## config.mk

```make
export PLATFORM = sky130hd
export DESIGN_NAME = vga_scanout
export DESIGN_NICKNAME = d
export VERILOG_FILES = /design/src/rtl/vga_pkg.sv /design/src/rtl/pipe_delay.sv /design/src/rtl/vga_scanout.sv
export SDC_FILE = /design/constraint.sdc
export NUM_CORES = 1
export LEC_CHECK = 0
export CORE_ASPECT_RATIO = 0.75
export CORE_MARGIN = 5
export CORE_UTILIZATION = 49
export CTS_CLUSTER_DIAMETER = 100
export DETAILED_ROUTE_END_ITERATION = 7
export PLACE_DENSITY = 0.83
export SETUP_SLACK_MARGIN = 0.15
export SLEW_MARGIN = 10
export SYNTH_ARGS = -nofsm -noshare
export SYNTH_HDL_FRONTEND = slang
export SYNTH_SLANG_ARGS = --single-unit
```

## constraint.sdc

```tcl
create_clock -name clk -period 1.75 [get_ports clk]
set_input_delay 0.2625 -clock clk [delete_from_list [all_inputs] [get_ports clk]]
set_output_delay 0.2625 -clock clk [all_outputs]
set_load 0.01 [all_outputs]
```

## src/rtl/vga_pkg.sv

```systemverilog
// vga_pkg: timing constants for the 640x480@60 raster, the colour bit
// positions shared with the colour-selection stage, and the record that
// travels down the sync/blank alignment pipeline.
package vga_pkg;

    // Horizontal timing, in pixel clocks.
    localparam int unsigned H_ACTIVE = 640;
    localparam int unsigned H_FP     = 16;
    localparam int unsigned H_SYNC   = 96;
    localparam int unsigned H_BP     = 48;

    // Vertical timing, in lines.
    localparam int unsigned V_ACTIVE = 480;
    localparam int unsigned V_FP     = 10;
    localparam int unsigned V_SYNC   = 2;
    localparam int unsigned V_BP     = 33;

    localparam int unsigned H_TOTAL  = H_ACTIVE + H_FP + H_SYNC + H_BP;
    localparam int unsigned V_TOTAL  = V_ACTIVE + V_FP + V_SYNC + V_BP;
    localparam int unsigned HS_START = H_ACTIVE + H_FP;
    localparam int unsigned HS_END   = HS_START + H_SYNC;
    localparam int unsigned VS_START = V_ACTIVE + V_FP;
    localparam int unsigned VS_END   = VS_START + V_SYNC;

    // Bit positions inside the 3-bit {R,G,B} colour word.
    localparam int unsigned COLOR_R = 2;
    localparam int unsigned COLOR_G = 1;
    localparam int unsigned COLOR_B = 0;

    typedef logic [2:0] color_t;

    // Per-pixel raster state carried alongside the colour pipeline.
    // hs/vs are active low.
    typedef struct packed {
        logic active;
        logic hs;
        logic vs;
    } scan_t;

    localparam scan_t SCAN_IDLE = '{active: 1'b0, hs: 1'b1, vs: 1'b1};

endpackage

```

## src/rtl/pipe_delay.sv

```systemverilog
// pipe_delay: fixed-depth shift register with synchronous reset of every
// stage to INIT.
//   clk_i   : clock
//   reset_i : synchronous active-high reset, loads INIT into all stages
//   d_i     : data in
//   q_o     : data in delayed by DEPTH clocks
module pipe_delay #(
    parameter int unsigned       WIDTH = 1,
    parameter int unsigned       DEPTH = 1,
    parameter logic [WIDTH-1:0]  INIT  = '0
) (
    input  logic             clk_i,
    input  logic             reset_i,
    input  logic [WIDTH-1:0] d_i,
    output logic [WIDTH-1:0] q_o
);

    logic [WIDTH-1:0] stage_q [DEPTH];

    always_ff @(posedge clk_i) begin
        if (reset_i) begin
            for (int unsigned i = 0; i < DEPTH; i++) begin
                stage_q[i] <= INIT;
            end
        end else begin
            stage_q[0] <= d_i;
            for (int unsigned i = 1; i < DEPTH; i++) begin
                stage_q[i] <= stage_q[i-1];
            end
        end
    end

    assign q_o = stage_q[DEPTH-1];

endmodule

```

## src/rtl/vga_scanout.sv

```systemverilog
// vga_scanout: raster timing generator and VGA output stage.
//   clk          : pixel clock
//   reset        : synchronous active-high reset
//   color        : {R,G,B} for the coordinates driven PIPE_DELAY clocks earlier
//   xvga, yvga   : half-resolution coordinates, 0 outside the visible area
//   frame_start  : one-clock pulse while the scan is at (0,0)
//   vga_r/g/b    : 4-bit channels, each bit replicated from color, 0 in blanking
//   vga_hs/vs    : active-low syncs
//   blank        : high outside the visible area
// Pin latency from counter state is PIPE_DELAY + 1 clocks.
module vga_scanout #(
    parameter int unsigned H_ACTIVE   = vga_pkg::H_ACTIVE,
    parameter int unsigned H_FP       = vga_pkg::H_FP,
    parameter int unsigned H_SYNC     = vga_pkg::H_SYNC,
    parameter int unsigned H_BP       = vga_pkg::H_BP,
    parameter int unsigned V_ACTIVE   = vga_pkg::V_ACTIVE,
    parameter int unsigned V_FP       = vga_pkg::V_FP,
    parameter int unsigned V_SYNC     = vga_pkg::V_SYNC,
    parameter int unsigned V_BP       = vga_pkg::V_BP,
    parameter int unsigned PIPE_DELAY = 2
) (
    input  logic       clk,
    input  logic       reset,
    input  logic [2:0] color,
    output logic [8:0] xvga,
    output logic [7:0] yvga,
    output logic       frame_start,
    output logic [3:0] vga_r,
    output logic [3:0] vga_g,
    output logic [3:0] vga_b,
    output logic       vga_hs,
    output logic       vga_vs,
    output logic       blank
);

    import vga_pkg::*;

    localparam int unsigned LINE_LEN    = H_ACTIVE + H_FP + H_SYNC + H_BP;
    localparam int unsigned FRAME_LINES = V_ACTIVE + V_FP + V_SYNC + V_BP;

    localparam logic [9:0] H_LAST = 10'(LINE_LEN - 1);
    localparam logic [9:0] V_LAST = 10'(FRAME_LINES - 1);
    localparam logic [9:0] H_VIS  = 10'(H_ACTIVE);
    localparam logic [9:0] V_VIS  = 10'(V_ACTIVE);
    localparam logic [9:0] HS_LO  = 10'(H_ACTIVE + H_FP);
    localparam logic [9:0] HS_HI  = 10'(H_ACTIVE + H_FP + H_SYNC);
    localparam logic [9:0] VS_LO  = 10'(V_ACTIVE + V_FP);
    localparam logic [9:0] VS_HI  = 10'(V_ACTIVE + V_FP + V_SYNC);

    logic [9:0] hcount_q, hcount_d;
    logic [9:0] vcount_q, vcount_d;
    logic       active;
    scan_t      scan_raw;
    scan_t      scan_aligned;

    logic       hs_q, hs_d;
    logic       vs_q, vs_d;
    logic       blank_q, blank_d;
    color_t     rgb_q, rgb_d;

    // Raster counters: vcount advances on the hcount wrap.
    always_comb begin
        hcount_d = hcount_q + 10'd1;
        vcount_d = vcount_q;
        if (hcount_q == H_LAST) begin
            hcount_d = '0;
            vcount_d = (vcount_q == V_LAST) ? '0 : vcount_q + 10'd1;
        end
    end

    always_ff @(posedge clk) begin
        if (reset) begin
            hcount_q <= '0;
            vcount_q <= '0;
        end else begin
            hcount_q <= hcount_d;
            vcount_q <= vcount_d;
        end
    end

    // Decode of the current (undelayed) scan position.
    always_comb begin
        active        = (hcount_q < H_VIS) && (vcount_q < V_VIS);
        scan_raw        = SCAN_IDLE;
        scan_raw.active = active;
        scan_raw.hs     = !((hcount_q >= HS_LO) && (hcount_q < HS_HI));
        scan_raw.vs     = !((vcount_q >= VS_LO) && (vcount_q < VS_HI));
    end

    assign xvga        = active ? hcount_q[9:1] : '0;
    assign yvga        = active ? vcount_q[8:1] : '0;
    assign frame_start = !reset && (hcount_q == '0) && (vcount_q == '0);

    // Delay syncs/active so they meet the colour returned by the
    // colour-selection stage for the same pixel.
    pipe_delay #(
        .WIDTH ($bits(scan_t)),
        .DEPTH (PIPE_DELAY),
        .INIT  (SCAN_IDLE)
    ) u_align (
        .clk_i   (clk),
        .reset_i (reset),
        .d_i     (scan_raw),
        .q_o     (scan_aligned)
    );

    // Output register: colour is only accepted inside the visible area.
    always_comb begin
        hs_d    = scan_aligned.hs;
        vs_d    = scan_aligned.vs;
        blank_d = !scan_aligned.active;
        rgb_d   = scan_aligned.active ? color : '0;
    end

    always_ff @(posedge clk) begin
        if (reset) begin
            hs_q    <= 1'b1;
            vs_q    <= 1'b1;
            blank_q <= 1'b1;
            rgb_q   <= '0;
        end else begin
            hs_q    <= hs_d;
            vs_q    <= vs_d;
            blank_q <= blank_d;
            rgb_q   <= rgb_d;
        end
    end

    assign vga_hs = hs_q;
    assign vga_vs = vs_q;
    assign blank  = blank_q;
    assign vga_r  = {4{rgb_q[COLOR_R]}};
    assign vga_g  = {4{rgb_q[COLOR_G]}};
    assign vga_b  = {4{rgb_q[COLOR_B]}};

endmodule

```

==> results.json <==
{
  "status": "finished with violations",
  "violations": "setup timing",
  "p_leak_nw": 1.06,
  "cts_sinks": 32,
  "die_area_um2": 4460,
  "vias_per_cell": 5.95,
  "synth_top_family_by_area": "simple AND/OR/NAND/NOR gates",
  "top_usage_layer": "met2",
  "antenna_found_initial": 0,
  "finalPower_w": 0.00159,
  "final_common_cell": "buf_4",
  "ys.flop_type": "dfxtp_1",
  "drv_cap": 0,
  "worstPathArrival_ps": 1600,
  "cp_max_fo": 2,
  "drt-total-wl_um": 6100,
  "r2r_slack_ps": -10,
  "drt-wirelength-per-cell_um": 21.3,
  "die_w_um": 75.4,
  "peakVddDrop_mv": 0.599,
  "cts_hold_buffers": 0,
  "grt_max_degree": 15,
  "timing.final.crit_share": 1.06,
  "crit_family": "simple AND/OR/NAND/NOR gates",
  "synth.distinct_cells": 37,
  "syn_inst": 180,
  "diodes": 0,
  "worst_slack_ps": -111,
  "async_reset_ff_frac": 0,
  "use_met2": 0.380,
  "fillers": 132,
  "netlist_area_um2": 1570,
  "area_growth_pct": 62.2,
  "max_slew_margin": 0.703,
  "h-tree-depth": 2,
  "yosys.area.top_type": "dfxtp_1",
  "cts_root_buf": "clkbuf_8",
  "grt_pass1_vias": 1528,
  "final_cell_mix": "30 x buf_4, 26 x buf_6, 25 x dfxtp_1",
  "layoutNonFillerInstCount": 286,
  "power_density_nw_per_um2": 623,
  "hold_violations": 0,
  "yosys.area_share.simple": 0.347,
  "place.gp.congestion": 0.897,
  "nets": 256,
  "gr-usage-met3": 0.0678,
  "synth.top_cells.by_area": "dfxtp_1 41%, and2_1 7.6%, buf_4 5.2%",
  "firstDrtPassIters": 4,
  "synth_warnings": 0,
  "grt_use_total": 0.227,
  "syn_area_per_cell_um2": 8.74,
  "grt_first_pass_wirelength_um": 7440,
  "drive_gt1_frac": 0.496,
  "cp-start-kind": "input pin",
  "max_freq_ghz": 0.537,
  "synth_nets": 189,
  "insertion_delay_ps": 290,
  "synth_top_area_share": 0.407,
  "coreArea_um2": 3020,
  "path_clk_slew_ps": 70,
  "rows": 17,
  "synth_xor_area_frac": 0.0612,
  "synth_compound_area_frac": 0.0588,
  "worst_pin_slew_ps": 442,
  "fin_skew_ps": 8.01,
  "dpl.hpwl_um": 2960,
  "grt_overflow": 0,
  "slowest_delay_ps": 430,
  "synth-edff-count": 0,
  "ant_nets": 0,
  "port_buffers": 37,
  "rsz0062_at_grt": "true",
  "cts_tree": "yes",
  "synth_fa_ha_area_frac": 0.0318,
  "start_util": 0.521,
  "die_h_um": 59.1,
  "worst-path-buf-inv": 2,
  "cts.path.max_buffers": 2,
  "io_pins": 38,
  "seq_area_um2": 649,
  "vias": 1701,
  "cp.required_ps": 1490,
  "grt_use_met1": 0.257,
  "multi_input_area_um2": 993,
  "initialDrtViolationCount": 159,
  "cp_cell_sequence": "clkdlybuf4s50_1 -> nor3_1 -> nand4_1 -> nor2_1 -> buf_2",
  "hold_path.class": "reg2reg",
  "yosysSeqAreaShare": 0.407,
  "dp.cells": 269,
  "finalMaxSlewViolations": 0,
  "setup_viol": 19,
  "ys_seq_elements": 32,
  "critical_path_class": "in2out",
  "crit_path_end_kind": "output pin",
  "cts_made_buffers": 5,
  "fin_crit_ps": 1860,
  "muxShareOfSynthArea": 0,
  "slowest_stage": "clkdlybuf4s50_1",
  "drc": 0
}
-- final timing paths --
path | endpoint | start | depth (start not counted)
max | frame_start | reset | 5
min | vga_hs | u_align.stage_q[0][4] | 1
max reg2reg | vcount_q[7] | hcount_q[7] | 5
min reg2reg | vga_hs | u_align.stage_q[0][4] | 1
-- cell usage after synthesis, drive strengths merged (4+ instances only) --
cell type / instances
xor2: 8
nand3: 8
buf: 13
ha: 4
clkbuf: 4
and3: 5
o21ai: 6
nor2: 16
a21oi: 7
or2: 4
dfxtp: 32
and2: 20
nor2b: 5
inv: 7
or3: 4
nand2: 11
nand4: 8
-- kinds of logic (layout without fill, tap and decap cells) --
kind of cell | count (synthesis) | count (layout)
and+or+nand+nor | 93 | 93
DFF | 32 | 32
buffers and inverters | 24 | 92
AOI/OAI and AO/OA | 16 | 16
xor gates and xnor gates | 11 | 11
adders and majority gates | 4 | 4
-- registers in the layout (all words and copies together) (netlist names) --
register         cells
hcount_q            10
vcount_q            10
u_align.stage_q      6
rgb_q                3
blank                1
vga_hs               1
vga_vs               1
-- routing by layer --
layer  wire length [µm]  vias up
met4                378        0
met5                  0        -
li1                   -      728
met3                661       45
met1               2180      790
met2               2880      138
-- metrics by stage --
| step | util | hold slack (ps) | setup TNS [ps] | cell area, µm² | setup WS, ps |
|---|---|---|---|---|---|
| after floorplan | - | 334 | 0 | 1580 | 186 |
| after global placement | 0.696 | 392 | -1210 | 2100 | -254 |
| after detailed placement | 0.696 | 394 | -1960 | 2100 | -252 |
| after CTS | 0.781 | 410 | -102 | 2360 | -23.5 |
| after global routing | 0.845 | 445 | -1690 | 2550 | -148 |
| final | 0.845 | 422 | -952 | 2550 | -111 |
-- cell type report --
cell class / count / area share
well taps: 38 / 0.0186
multi-input cells: 124 / 0.389
clock buffers: 6 / 0.0284
clock inverters: 2 / 0.0137
repair buffers: 77 / 0.285
flip-flops and latches: 32 / 0.254
inverters: 7 / 0.0103
-- what timing repair did --
action / in CTS / in global routing
setup buffers: 5 / 3
endpoints found under the setup margin: 34 / 32
pin swaps: 21 / 13
cloned: 1 / 0
gates resized for setup: 120 / 40
-- power breakdown --
part	internal [W]	leakage, nW	total [W]	switching [W]
sequential	0.000740	0.263	0.000750	0.00000972
combinational	0.0000752	0.739	0.000138	0.0000625
clock	0.000422	0.0552	0.000702	0.000279
Note: power is estimated with default switching activity, not from simulation.
